File: src/rtl/axi_burst_check_pkg.sv
// Shared FSM state, AXI constants and saturating counter helper for the AXI burst generator/checker.
package axi_burst_check_pkg;

   typedef enum logic [2:0] {
      ST_IDLE,
      ST_AW,
      ST_W,
      ST_B,
      ST_AR,
      ST_R,
      ST_DONE
   } state_t;

   localparam logic [1:0] AXI_BURST_INCR = 2'b01;
   localparam logic [1:0] AXI_RESP_OKAY  = 2'b00;

   // Saturates at all-ones of the low `width` bits; callers cast back to their own width.
   function automatic logic [63:0] sat_inc(input logic [63:0] v, input int width);
      logic [63:0] top;
      top = (width >= 64) ? '1 : ((64'd1 << width) - 64'd1);
      return (v >= top) ? top : v + 64'd1;
   endfunction

endpackage

File: src/rtl/axi_burst_check_pattern.sv
// Address-derived test pattern: word index of the byte address, xored with the run seed.
module axi_burst_check_pattern #(
   parameter int AXI_ADDR_WIDTH = 21,
   parameter int AXI_DATA_WIDTH = 16
) (
   input  logic [AXI_ADDR_WIDTH-1:0] addr,
   input  logic [AXI_DATA_WIDTH-1:0] seed,
   output logic [AXI_DATA_WIDTH-1:0] data
);

   localparam int LSB = $clog2(AXI_DATA_WIDTH / 8);

   logic [AXI_ADDR_WIDTH-1:0] word_idx;

   assign word_idx = addr >> LSB;
   assign data     = AXI_DATA_WIDTH'(word_idx) ^ seed;

endmodule

File: src/rtl/axi_burst_check_gen.sv
// AXI4 burst traffic generator/checker: writes N INCR bursts of a pattern, reads them back, counts errors.
// Define AXI_BURST_CHECK_ERR_CAPTURE_EN to add capture of the first failing read beat.
module axi_burst_check_gen
   import axi_burst_check_pkg::*;
#(
   parameter int AXI_ADDR_WIDTH = 21,
   parameter int AXI_DATA_WIDTH = 16,
   parameter int AXI_ID_WIDTH   = 4,
   parameter int STAT_WIDTH     = 32
) (
   input  logic                        clk,
   input  logic                        rst,
   input  logic                        start,
   input  logic [AXI_ADDR_WIDTH-1:0]   base_addr,
   input  logic [7:0]                  burst_len,
   input  logic [15:0]                 burst_count,
   input  logic [AXI_DATA_WIDTH-1:0]   seed,
   output logic                        busy,
   output logic                        done,
   output logic [STAT_WIDTH-1:0]       err_cnt,
   output logic [STAT_WIDTH-1:0]       cyc_cnt,
`ifdef AXI_BURST_CHECK_ERR_CAPTURE_EN
   output logic [AXI_ADDR_WIDTH-1:0]   first_err_addr,
   output logic [AXI_DATA_WIDTH-1:0]   first_err_data,
   output logic                        first_err_valid,
`endif
   output logic                        m_axi_awvalid,
   input  logic                        m_axi_awready,
   output logic [AXI_ID_WIDTH-1:0]     m_axi_awid,
   output logic [AXI_ADDR_WIDTH-1:0]   m_axi_awaddr,
   output logic [7:0]                  m_axi_awlen,
   output logic [2:0]                  m_axi_awsize,
   output logic [1:0]                  m_axi_awburst,
   output logic                        m_axi_wvalid,
   input  logic                        m_axi_wready,
   output logic [AXI_DATA_WIDTH-1:0]   m_axi_wdata,
   output logic [AXI_DATA_WIDTH/8-1:0] m_axi_wstrb,
   output logic                        m_axi_wlast,
   input  logic                        m_axi_bvalid,
   output logic                        m_axi_bready,
   input  logic [AXI_ID_WIDTH-1:0]     m_axi_bid,
   input  logic [1:0]                  m_axi_bresp,
   output logic                        m_axi_arvalid,
   input  logic                        m_axi_arready,
   output logic [AXI_ID_WIDTH-1:0]     m_axi_arid,
   output logic [AXI_ADDR_WIDTH-1:0]   m_axi_araddr,
   output logic [7:0]                  m_axi_arlen,
   output logic [2:0]                  m_axi_arsize,
   output logic [1:0]                  m_axi_arburst,
   input  logic                        m_axi_rvalid,
   output logic                        m_axi_rready,
   input  logic [AXI_ID_WIDTH-1:0]     m_axi_rid,
   input  logic [AXI_DATA_WIDTH-1:0]   m_axi_rdata,
   input  logic [1:0]                  m_axi_rresp,
   input  logic                        m_axi_rlast
);

   localparam int LSB = $clog2(AXI_DATA_WIDTH / 8);

   state_t                    state, state_nx;
   logic [AXI_ADDR_WIDTH-1:0] base_r, burst_addr, beat_addr, stride;
   logic [AXI_DATA_WIDTH-1:0] seed_r, pattern;
   logic [7:0]                len_r, beat;
   logic [15:0]               count_r, bursts_left;
   logic                      last_beat, last_burst, r_bad;
   logic                      unused_ids;

   // Only one transaction is ever in flight, so returned IDs carry no information.
   assign unused_ids = ^{m_axi_bid, m_axi_rid};

   assign stride     = AXI_ADDR_WIDTH'({1'b0, len_r} + 9'd1) << LSB;
   assign beat_addr  = burst_addr + (AXI_ADDR_WIDTH'(beat) << LSB);
   assign last_beat  = (beat == len_r);
   assign last_burst = (bursts_left == 16'd1);
   assign r_bad      = (m_axi_rdata != pattern) || (m_axi_rresp != AXI_RESP_OKAY) ||
                       (m_axi_rlast != last_beat);

   axi_burst_check_pattern #(
      .AXI_ADDR_WIDTH(AXI_ADDR_WIDTH),
      .AXI_DATA_WIDTH(AXI_DATA_WIDTH)
   ) u_pattern (
      .addr(beat_addr),
      .seed(seed_r),
      .data(pattern)
   );

   assign m_axi_awid    = '0;
   assign m_axi_awaddr  = burst_addr;
   assign m_axi_awlen   = len_r;
   assign m_axi_awsize  = 3'(LSB);
   assign m_axi_awburst = AXI_BURST_INCR;
   assign m_axi_wdata   = pattern;
   assign m_axi_wstrb   = '1;
   assign m_axi_wlast   = last_beat;
   assign m_axi_arid    = '0;
   assign m_axi_araddr  = burst_addr;
   assign m_axi_arlen   = len_r;
   assign m_axi_arsize  = 3'(LSB);
   assign m_axi_arburst = AXI_BURST_INCR;

   always_ff @(posedge clk) begin
      if (rst) state <= ST_IDLE;
      else     state <= state_nx;
   end

   always_comb begin
      state_nx      = state;
      m_axi_awvalid = 1'b0;
      m_axi_wvalid  = 1'b0;
      m_axi_bready  = 1'b0;
      m_axi_arvalid = 1'b0;
      m_axi_rready  = 1'b0;
      busy          = 1'b1;
      done          = 1'b0;
      case (state)
         ST_IDLE: begin
            busy = 1'b0;
            if (start) state_nx = (burst_count != 16'd0) ? ST_AW : ST_DONE;
         end
         ST_AW: begin
            m_axi_awvalid = 1'b1;
            if (m_axi_awready) state_nx = ST_W;
         end
         ST_W: begin
            m_axi_wvalid = 1'b1;
            if (m_axi_wready && last_beat) state_nx = ST_B;
         end
         ST_B: begin
            m_axi_bready = 1'b1;
            if (m_axi_bvalid) state_nx = last_burst ? ST_AR : ST_AW;
         end
         ST_AR: begin
            m_axi_arvalid = 1'b1;
            if (m_axi_arready) state_nx = ST_R;
         end
         ST_R: begin
            m_axi_rready = 1'b1;
            if (m_axi_rvalid && last_beat) state_nx = last_burst ? ST_DONE : ST_AR;
         end
         ST_DONE: begin
            busy     = 1'b0;
            done     = 1'b1;
            state_nx = ST_IDLE;
         end
         default: state_nx = ST_IDLE;
      endcase
   end

   always_ff @(posedge clk) begin
      if (rst) begin
         base_r      <= '0;
         burst_addr  <= '0;
         seed_r      <= '0;
         len_r       <= '0;
         beat        <= '0;
         count_r     <= '0;
         bursts_left <= '0;
         err_cnt     <= '0;
         cyc_cnt     <= '0;
`ifdef AXI_BURST_CHECK_ERR_CAPTURE_EN
         first_err_addr  <= '0;
         first_err_data  <= '0;
         first_err_valid <= 1'b0;
`endif
      end else begin
         if (busy) cyc_cnt <= STAT_WIDTH'(sat_inc(64'(cyc_cnt), STAT_WIDTH));
         case (state)
            ST_IDLE: if (start) begin
               base_r      <= base_addr;
               burst_addr  <= base_addr;
               seed_r      <= seed;
               len_r       <= burst_len;
               count_r     <= burst_count;
               bursts_left <= burst_count;
               beat        <= '0;
               err_cnt     <= '0;
               cyc_cnt     <= '0;
`ifdef AXI_BURST_CHECK_ERR_CAPTURE_EN
               first_err_addr  <= '0;
               first_err_data  <= '0;
               first_err_valid <= 1'b0;
`endif
            end
            ST_W: if (m_axi_wready) beat <= last_beat ? 8'd0 : beat + 8'd1;
            ST_B: if (m_axi_bvalid) begin
               if (m_axi_bresp != AXI_RESP_OKAY)
                  err_cnt <= STAT_WIDTH'(sat_inc(64'(err_cnt), STAT_WIDTH));
               // Read phase replays the same region from the start.
               if (last_burst) begin
                  burst_addr  <= base_r;
                  bursts_left <= count_r;
               end else begin
                  burst_addr  <= burst_addr + stride;
                  bursts_left <= bursts_left - 16'd1;
               end
            end
            ST_R: if (m_axi_rvalid) begin
               if (r_bad) begin
                  err_cnt <= STAT_WIDTH'(sat_inc(64'(err_cnt), STAT_WIDTH));
`ifdef AXI_BURST_CHECK_ERR_CAPTURE_EN
                  if (!first_err_valid) begin
                     first_err_addr  <= beat_addr;
                     first_err_data  <= m_axi_rdata;
                     first_err_valid <= 1'b1;
                  end
`endif
               end
               if (last_beat) begin
                  beat        <= '0;
                  burst_addr  <= burst_addr + stride;
                  bursts_left <= bursts_left - 16'd1;
               end else begin
                  beat <= beat + 8'd1;
               end
            end
            default: ;
         endcase
      end
   end

endmodule

File: config.mk
export PLATFORM = sky130hd
export DESIGN_NAME = axi_burst_check_gen
export DESIGN_NICKNAME = d
export VERILOG_FILES = /design/src/rtl/axi_burst_check_pkg.sv /design/src/rtl/axi_burst_check_pattern.sv /design/src/rtl/axi_burst_check_gen.sv
export SDC_FILE = /design/constraint.sdc
export NUM_CORES = 1
export LEC_CHECK = 0
export CORE_MARGIN = 2
export CORE_UTILIZATION = 51
export DETAILED_ROUTE_END_ITERATION = 16
export GPL_TIMING_DRIVEN = 0
export PLACE_DENSITY = 0.88
export SETUP_SLACK_MARGIN = 0.3
export SYNTH_ARGS = -nofsm -noshare
export SYNTH_HDL_FRONTEND = slang
export SYNTH_SLANG_ARGS = --single-unit
export TNS_END_PERCENT = 5
File: constraint.sdc
create_clock -name clk -period 4.5 [get_ports clk]
set_input_delay 0.9 -clock clk [delete_from_list [all_inputs] [get_ports clk]]
set_output_delay 0.9 -clock clk [all_outputs]
set_load 0.01 [all_outputs]
; Word level (Yosys, flattened, before mapping)
; Cells that the tools add are included.
[totals]
ff_bits = 173
inputBits = 98
[op_classes]
n_addsub = 7
n_lt_le_gt_ge = 2
n_eq_ne = 21
n_mux = 45
n_bitwise = 1
reduce_logical = 16
[op_table]
columns = op, count
row1 = $mux 32, 10
row2 = $mux 21, 5
row3 = $pmux 32 s3, 1
row4 = $mux 16, 5
row5 = $add 32x1->32 const B, 2
row6 = $ge 32x32->1 const B, 2
row7 = $pmux 21 s3, 1
row8 = $pmux 16 s3, 1
row9 = $mux 8, 4
row10 = $mux 3, 8
row11 = $pmux 8 s3, 1
row12 = $ne 2x2->1 const B, 11
row13 = $add 21x10->21, 1
row14 = $pmux 3 s6, 1
row15 = $add 17x9->17, 1
row16 = $eq 16x1->1 const B, 1
row17 = $ne 16x16->1, 1
row18 = $reduce_bool 16->1, 1
row19 = $sub 16x1->16 const B, 1
row20 = $xor 16x16->16, 1
row21 = $reduce_and 6->1, 2
row22 = $add 8x1->9 const B, 1
row23 = $eq 3x3->1 const B, 3
row24 = $add 8x1->8 const B, 1
row25 = 15 further kinds, 26

; Logic depth before layout (Yosys ltp)
; Gate-level depths: netlist (run 1).
[depth]
ltp_word = 8
ltp_mapped = 14

; By module
; Synthesis (run 1) repeated with hierarchy kept, for this count alone.
[unflattened]
cells_unflattened = 1364
hier_area_um2 = 10466.3
[by_module_without_submodules]
columns = module, instances, cells_per_inst, area_each_um2, seq_area_each_um2
row1 = axi_burst_check_gen, 1, 1348, 10326.2, 3463.3
row2 = axi_burst_check_pattern, 1, 16, 140.1, 0.0

; Worst setup path before layout (run 1)
; Ideal clock, no wire load.
[synth_timing]
path_kind = register to register
startpoint = register burst_addr[1], in the netlist m_axi_araddr[1]
endpoint = register err_cnt[24]
setup_ns = 0.122
t_arrival_ns = 3.589
required_time_ns = 4.378
slack_ns = 0.790
stages_incl_launch_ff = 15
period_less_slack_ns = 3.710
path_cell_list = dfxtp_1 -> ha_1 -> inv_1 -> fa_1 -> nand2b_1 -> a21oi_2 -> o21a_1 -> nor2_1 -> xor3_1 -> or4b_1 -> or4_4 -> buf_6 -> buf_6 -> a32oi_1 -> a21oi_1
[synth_via]
elab_chain_cells = 7
[synth_rtl]
columns = element, line
row1 = "start, declared", axi_burst_check_gen.sv:61  ; logic [AXI_ADDR_WIDTH-1:0] base_r, burst_addr, beat_addr, stride;
row2 = "start signal, assigned", axi_burst_check_gen.sv:170  ; burst_addr <= base_addr;
row3 = "start signal, assigned", axi_burst_check_gen.sv:190  ; burst_addr <= base_r;
row4 = "start signal, assigned", axi_burst_check_gen.sv:193  ; burst_addr <= burst_addr + stride;
row5 = $add 17x9->17, axi_burst_check_gen.sv:72  ; assign beat_addr = burst_addr + (AXI_ADDR_WIDTH'(beat) << LSB);
row6 = $xor 16x16->16, axi_burst_check_pattern.sv:16  ; assign data = AXI_DATA_WIDTH'(word_idx) ^ seed;
row7 = $ne 16x16->1, axi_burst_check_gen.sv:75  ; assign r_bad = (m_axi_rdata != pattern) || (m_axi_rresp != AXI_RESP_OKAY) ||
row8 = $logic_or 1x1->1 (2 in a row), axi_burst_check_gen.sv:75
row9 = $ne 2x2->1 (no line), --
row10 = $reduce_and 6->1 (no line), --
row11 = "end signal, assigned", axi_burst_check_gen.sv:187  ; err_cnt <= STAT_WIDTH'(sat_inc(64'(err_cnt), STAT_WIDTH));
row12 = "end signal, assigned", axi_burst_check_gen.sv:199  ; err_cnt <= STAT_WIDTH'(sat_inc(64'(err_cnt), STAT_WIDTH));
row13 = "end, declared", axi_burst_check_gen.sv:20  ; output logic [STAT_WIDTH-1:0] err_cnt,
; No other way between the ends.
; A chain may end at the register's enable or synchronous reset.

; Worst setup path in the final report (run 1)
[layout_timing]
startpoint = register burst_addr[7], in the netlist m_axi_araddr[7]
endpoint = output port m_axi_wdata[7]
[layout_via]
elab_chain_cells = 2
[layout_rtl]
columns = element, line
row1 = $add 17x9->17, axi_burst_check_gen.sv:72
row2 = $xor 16x16->16, axi_burst_check_pattern.sv:16
row3 = "end, declared", axi_burst_check_gen.sv:36  ; output logic [AXI_DATA_WIDTH-1:0] m_axi_wdata,
; No other way between the ends.

==> results.md, run 1 <==
* Drt first pass iters at 8
* Synthesized cell area at 10670 sq um
* Antenna Nets Post-Route at 0
* Synth Register Bits at 173
* Clk_lat worst skew at 430 ps
* Clk slew on worst S/H paths at 70 ps
* Final instance area at 14050 sq um
* # Max-Cap Violations at 0
* Slew margin rel. at between 20% and 30%
* WP buf/inv at 1
* Syn avg cell area at 7.640 sq um
* Slowest cell on crit path: o41ai_1
* Starting density of the core at 52.41%
* CTS tree: yes
* Crit-path cells: ha_1 -> a21o_1 -> o41ai_1 -> xnor2_1 -> clkdlybuf4s50_1
* Worst reg2reg startpoint: m_axi_araddr[1]$_SDFFE_PP0P_
* Final net count at roughly 1.8k
* HPWL after DPL at 28610 microns
* Wirelength per Cell at 19.93 microns
* Most frequent cells in the layout: 234 x clkdlybuf4s50_1, 210 x nand2_1, 170 x dfxtp_1, 139 x a21oi_1, 126 x nor2_1
* Async set-or-reset flop fraction in the synthesized netlist at 0%
* First-pass GRT wire length at 60140 microns
* Top post-synthesis cells by area: dfxtp_1 32%, nand2_1 7.4%, a21oi_1 6.5%
* Fmax at between 200 and 250 MHz
* Largest net degree at the start of global routing at 17
* Delay-heaviest family, CP: compound AO/OA/AOI/OAI gates
* Synthesis-to-layout area growth at 31.61%
* PwrDens at about 520 nW/um^2
* Worst hold slack at 458.6 ps
* R2R Path End: err_cnt[18]$_SDFFE_PP0P_
* Vias in the first global route at 11.24k
* Clock skew at around 9.8 ps
* Final WL at 38930 microns
* Synth Flop Type: dfxtp_1
* Reg2Reg Setup Slack at 410 ps
* Sequential-to-total area share from yosys stat at 32.45%
* RSZ-0062 raised after global routing: true
* Max-slew violation count at 0
* CTS Buf Count at 17
* Die Area at 22100 sq um
* Crit path largest cell delay at slightly below 900 ps
* Mapped Cells at approximately 1.4k
* Sink Count at roughly 170
* Largest area contributor in the netlist: dfxtp_1
* IO Port Bufs at 234
* Worst slew pin tran at 1167 ps
* Post-synth top area share at between 30% and 40%
* Core Region at 20360 sq um
* Static leakage at 5.198 nW
* Clock tree root buffer cell: clkbuf_16
* Worst EP arrival at 3210 ps
* Worst setup SP type: register
* Critical Path RT at 3600 ps
* Dpl ws at 3.749 ps
* Vias per inst at between 6 and 7
* GP Congestion at 1.011
* CTS H-tree depth at 4
* Most common cell after layout, fill and taps aside: clkdlybuf4s50_1
* Initial antenna violation count at 0
* Post-synth EDFFs at 0
* Worst-path maximum fanout at 6
* R2R cell count at 14
* Tcrit/Tclk final at between 90 and 100%
* Via Count at 11.98k
* Yosys warns at 0
* Die X at about 150 microns
* Status: finished, final reports clean
* Hold path cells at 2
* Overall global routing resource usage at 34.31%
* Io pins at 264
* Hold path endpoint: count_r[14]$_SDFFE_PP0P_
* Min Tclk post-route at 4112 ps
* Hold_sp: count_r[14]$_SDFFE_PP0P_
* Worst VDD drop at 339.7 uV
* Min-delay worst type: register to register
* Setup TNS at 0 ps
* N_diodes at 0
* Final Hold Fails at 0
* Clock Tree Buf Depth at 2
* Remaining Overflow, GRT at 0
* Crit path kind: register to primary output
* Total power at 7.354 mW
* Critical Path End Type: primary output
* Setup WS post-layout at 388.1 ps
* Die height at between 100 and 150 microns
* DR iter-0 viols at 1208
* Row count at between 50 and 60
* Library cells used by synthesis at 72
* Share of layout cells above drive strength 1 at under 10%
* Setup violators final at 0
* Placed Instance Area at roughly 13000 sq um
* DR DRC count at 0
## synth_stat cells, drive strengths merged, types with 7 or more instances
cell type  number
nand2         210
dfxtp         173
a21oi         141
nor2          128
clkbuf         74
xnor2          63
o21ai          62
buf            59
xor2           48
nand3          41
nor3           36
and3           26
inv            26
nand4          24
a31oi          23
ha             23
nor4           23
a211oi         22
a221oi         22
and2           12
nand2b         12
nor2b          11
a222oi         10
o31ai           8
a311oi          7
mux2i           7
## how the worst max path moves through the flow
stage	depth (start not counted)	to	start
global route	14	err_cnt[18]$_SDFFE_PP0P_	beat[0]$_SDFFE_PP0P_
finish	5	m_axi_wdata[7]	m_axi_araddr[7]$_SDFFE_PP0P_
floorplan	14	err_cnt[24]$_SDFFE_PP0P_	m_axi_araddr[1]$_SDFFE_PP0P_
detailed placement	12	err_cnt[19]$_SDFFE_PP0P_	m_axi_araddr[2]$_SDFFE_PP0P_
CTS	8	m_axi_wdata[14]	m_axi_araddr[1]$_SDFFE_PP0P_
global placement	12	err_cnt[18]$_SDFFE_PP0P_	m_axi_araddr[2]$_SDFFE_PP0P_
## what timing repair did
| action | CTS | global route |
|---|---|---|
| setup buffers | 2 | 0 |
| setup endpoints to repair | 32 | 21 |
| resized for setup | 5 | 3 |
| hold buffers | 0 | 0 |
| pin swaps | 1 | 0 |
## registers in the layout, summed over array words and instances, names as in the netlist, 16 cells and up
register and count:
base_r 21, bursts_left 16, count_r 16, cyc_cnt 32, err_cnt 32, m_axi_araddr 21, seed_r 16
## area by class of cell
class / instances / area (sq um)
buffer: 133 / 713.2
multi-input combinational: 1081 / 6481
timing repair buffer: 236 / 2357
inverter: 28 / 105.1
sequential: 173 / 3467
tap: 270 / 337.8
clock buffer: 19 / 452.9
fill: 1713 / 6319
clock inverter: 13 / 131.4
## kinds of logic after synthesis
kind of cell	Yosys count	share of synthesized area (%)
xor gates and xnor gates	117	10.40
muxes	7	0.6565
and+or+nand+nor	553	24.19
buffers and inverters	161	7.655
DFF	173	32.45
other	2	0.07037
AOI/OAI and AO/OA	359	21.51
adders and majority gates	25	3.072
## power breakdown
part / internal [mW] / leakage, nW / switching, mW
Sequential: 1.79 / 1.41 / 0.352
Combinational: 1.58 / 3.50 / 2.13
Clock: 0.808 / 0.288 / 0.699
## metal layers
layer  wire [microns]  GRT usage (%)  vias to the layer above
li1                 -              -                     5482
met1            14520          42.35                     5564
met3             4320          7.853                      153
met4             1871          17.05                        0
met5                0              0                        -
met2            18210          56.44                      777
## worst reg2reg max path: cells and delay by family (launching register included)
family / cells / cell delay [ps]
buffers and inverters: 3 / 380
AO/OA/AOI/OAI: 4 / 620
XOR/XNOR: 1 / 420
adder cells (fa/ha/maj): 2 / 620
AND/OR/NAND/NOR: 4 / 1490
flip-flops: 1 / 410
## through the flow
stage	instances	util (%)
2_1_floorplan	1415	-
3_3_place_gp	1919	65.90
3_5_place_dp	1919	65.91
4_1_cts	1953	68.95
5_1_grt	1953	68.97
6_report	1953	68.97
Note: power is estimated with default switching activity, not from simulation.
==> inputs of run 2 (changes only) <==
RECOVER_POWER = 25   (was not set)
==> results.md, run 2 (same netlist as run 1, synthesis figures left out) <==
* Core Region at 20360 sq um (unchanged)
* DR DRC count at 0 (unchanged)
* CTS tree: yes (unchanged)
* Register area at 3466 sq um (was 3467 sq um)
* Antenna Nets Post-Route at 0 (unchanged)
* GP Congestion at 1.011 (unchanged)
* Placed Instance Area at 13420 sq um (unchanged)
* Remaining Overflow, GRT at 0 (unchanged)
* Sink Count at 173 (unchanged)
* Total power at 7.329 mW (was 7.354 mW)
* Delay-heaviest family, CP: simple AND/OR/NAND/NOR gates (was compound AO/OA/AOI/OAI gates)
* Crit-path cells: inv_1 -> fa_1 -> nand2b_1 -> a21oi_4 -> o21a_1 -> nor2_1 -> xor3_1 -> or4b_1 -> or4_4 -> buf_6 -> buf_6 -> a31oi_1 -> a211oi_1 (was ha_1 -> a21o_1 -> o41ai_1 -> xnor2_1 -> clkdlybuf4s50_1)
* Int Pwr at 4.151 mW (was 4.171 mW)
* Dpl ws at 3.749 ps (unchanged)
* Hold Buf Count CTS at 0 (unchanged)
* HPWL after DPL at 28610 microns (unchanged)
* Most common cell after layout, fill and taps aside: nand2_1 (was clkdlybuf4s50_1)
* Io pins at 264 (unchanged)
* Fillers at 1714 (was 1713)
* P_sw at 3.177 mW (was 3.183 mW)
* Slowest cell on crit path: or4b_1 (was o41ai_1)
* Fmax at 232.2 MHz (was 243.2 MHz)
* Row count at 52 (unchanged)
* Drt first pass iters at 6 (was 8)
* Max-slew violation count at 0 (unchanged)
* Critical Path RT at 4790 ps (was 3600 ps)
* Most frequent cells in the layout: 210 x nand2_1, 171 x dfxtp_1, 158 x clkdlybuf4s50_1, 139 x a21oi_1, 126 x nor2_1 (was 234 x clkdlybuf4s50_1, 210 x nand2_1, 170 x dfxtp_1, 139 x a21oi_1, 126 x nor2_1)
* Share of layout cells above drive strength 1 at 6.477% (was 6.536%)
* Clock skew at 9.461 ps (was 9.762 ps)
* Worst setup SP type: register (unchanged)
* CTS Buf Count at 17 (unchanged)
* Critical Path End Type: register (was primary output)
* Status: finished, final reports clean (unchanged)
* Final instance area at 14050 sq um (about the same)
* Crit path largest cell delay at 620 ps (was 890 ps)
* CTS H-tree depth at 4 (unchanged)
* PwrDens at 521.7 nW/um^2 (was 523.6 nW/um^2)
* Final WL at 38920 microns (was 38930 microns)
* Flop pwr share at 29.1% (about the same)
* Comb power frac at 50.3% (was 50.4%)
* Die X at 148.7 microns (unchanged)
* Overall global routing resource usage at 34.31% (unchanged)
* RSZ-0062 raised after global routing: true (unchanged)
* Top cell by count, worst path: buf_6
* Final net count at 1793 (unchanged)
* Slew margin rel. at 22.79% (was 21.98%)
* Clock tree root buffer cell: clkbuf_16 (unchanged)
* Vias per inst at 6.135 (was 6.132)
* Worst-path maximum fanout at 10 (was 6)
* Net Sw Frac at 43.36% (was 43.28%)
* Die height at 148.7 microns (unchanged)
* Crit path kind: register to register (was register to primary output)
* WP buf/inv at 3 (was 1)
* Wirelength per Cell at 19.92 microns (was 19.93 microns)
* Min Tclk post-route at 4307 ps (was 4112 ps)
* Clk_lat worst skew at 430 ps (about the same)
* Setup TNS at 0 ps (unchanged)
* Final core occ at 68.98% (was 68.97%)
* Worst EP arrival at 4600 ps (was 3210 ps)
* # Max-Cap Violations at 0 (unchanged)
* Static leakage at 5.450 nW (was 5.198 nW)
* Clk slew on worst S/H paths at 70 ps (about the same)
* DR iter-0 viols at 1188 (was 1208)
* Initial antenna violation count at 0 (unchanged)
* First-pass GRT wire length at 60140 microns (unchanged)
* Synthesis-to-layout area growth at 31.62% (was 31.61%)
* Tcrit/Tclk final at 95.70% (was 91.37%)
* Die Area at 22100 sq um (unchanged)
* Vias in the first global route at 11.24k (unchanged)
* Largest registers: cyc_cnt (32), err_cnt (32) (unchanged)
* Min-delay worst type: register to register (unchanged)
* Worst VDD drop at 339.5 uV (was 339.7 uV)
* Multi-input logic area at 6481 sq um (unchanged)
* Worst slew pin tran at 1155 ps (was 1167 ps)
* Setup violators final at 0 (unchanged)
* Clock Tree Buf Depth at 2 (unchanged)
* Setup WS post-layout at 193.4 ps (was 388.1 ps)
* Final Hold Fails at 0 (unchanged)
* Clock power frac at 20.6% (was 20.5%)
* Via Count at 11.99k (was 11.98k)
* IO Port Bufs at 234 (unchanged)
* Largest net degree at the start of global routing at 17 (unchanged)
* Starting density of the core at 52.41% (unchanged)
[run 2: tightest hold or removal path, delay by kind of cell, from the launching register on]
kind	cells	cell delay, ps
AND/OR/NAND/NOR	1	50
AO/OA/AOI/OAI	1	50
flip-flops	1	310
[run 2: layout make-up]
class / instances / share of cell area, %
Antenna cell: 1 / 0.01781
Buffer: 133 / 5.077
Clock buffer: 19 / 3.224
Clock inverter: 13 / 0.9352
Inverter: 28 / 0.7482
Multi-Input combinational cell: 1081 / 46.14
Sequential cell: 173 / 24.67
Tap cell: 270 / 2.405
Timing Repair Buffer: 236 / 16.78
[run 2: path summary, 6_finish.rpt]
path / from / end / slack [ps] / cells past startpoint
worst max-delay path: m_axi_araddr[2]$_SDFFE_PP0P_ / err_cnt[18]$_SDFFE_PP0P_ / 190 / 13
worst min-delay path: base_r[0]$_SDFFE_PP0P_ / base_r[0]$_SDFFE_PP0P_ / 460 / 2
worst max register to register: m_axi_araddr[2]$_SDFFE_PP0P_ / err_cnt[18]$_SDFFE_PP0P_ / 190 / 13
worst min register to register: base_r[0]$_SDFFE_PP0P_ / base_r[0]$_SDFFE_PP0P_ / 460 / 2
[run 2: metal layers]
layer	vias to the layer above	track usage [%]	wire, microns	share of wire [%]
li1	5482	-	-	-
met1	5530	42.35	14320	37
met2	808	56.44	18090	46
met3	168	7.853	4444	11
met4	0	17.05	2058	5.3
met5	-	0	0	0
[run 2: through the flow]
step / hold WS (ps) / cells
final: 456.9 / 1954
after global routing: 479.5 / 1953
after global placement: 441.5 / 1919
after floorplan: 435.7 / 1415
after detailed placement: 447.0 / 1919
after CTS: 457.4 / 1953
[run 2: timing repair]
| action | in CTS | in global routing |
|---|---|---|
| pin swaps | 1 | 0 |
| resized for setup | 5 | 3 |
| hold endpoints to repair | 0 | 0 |
| setup endpoints to repair | 32 | 21 |
| setup buffers | 2 | 0 |
[run 2: power groups by stage]
stage               clock, mW  combinational [mW]  sequential (mW)
global route             1.56                3.95             2.15
detailed placement          0                3.59             2.15
floorplan                   0                2.20             2.07
finish                   1.51                3.69             2.13
CTS                      1.49                3.62             2.12
global placement            0                3.50             2.13
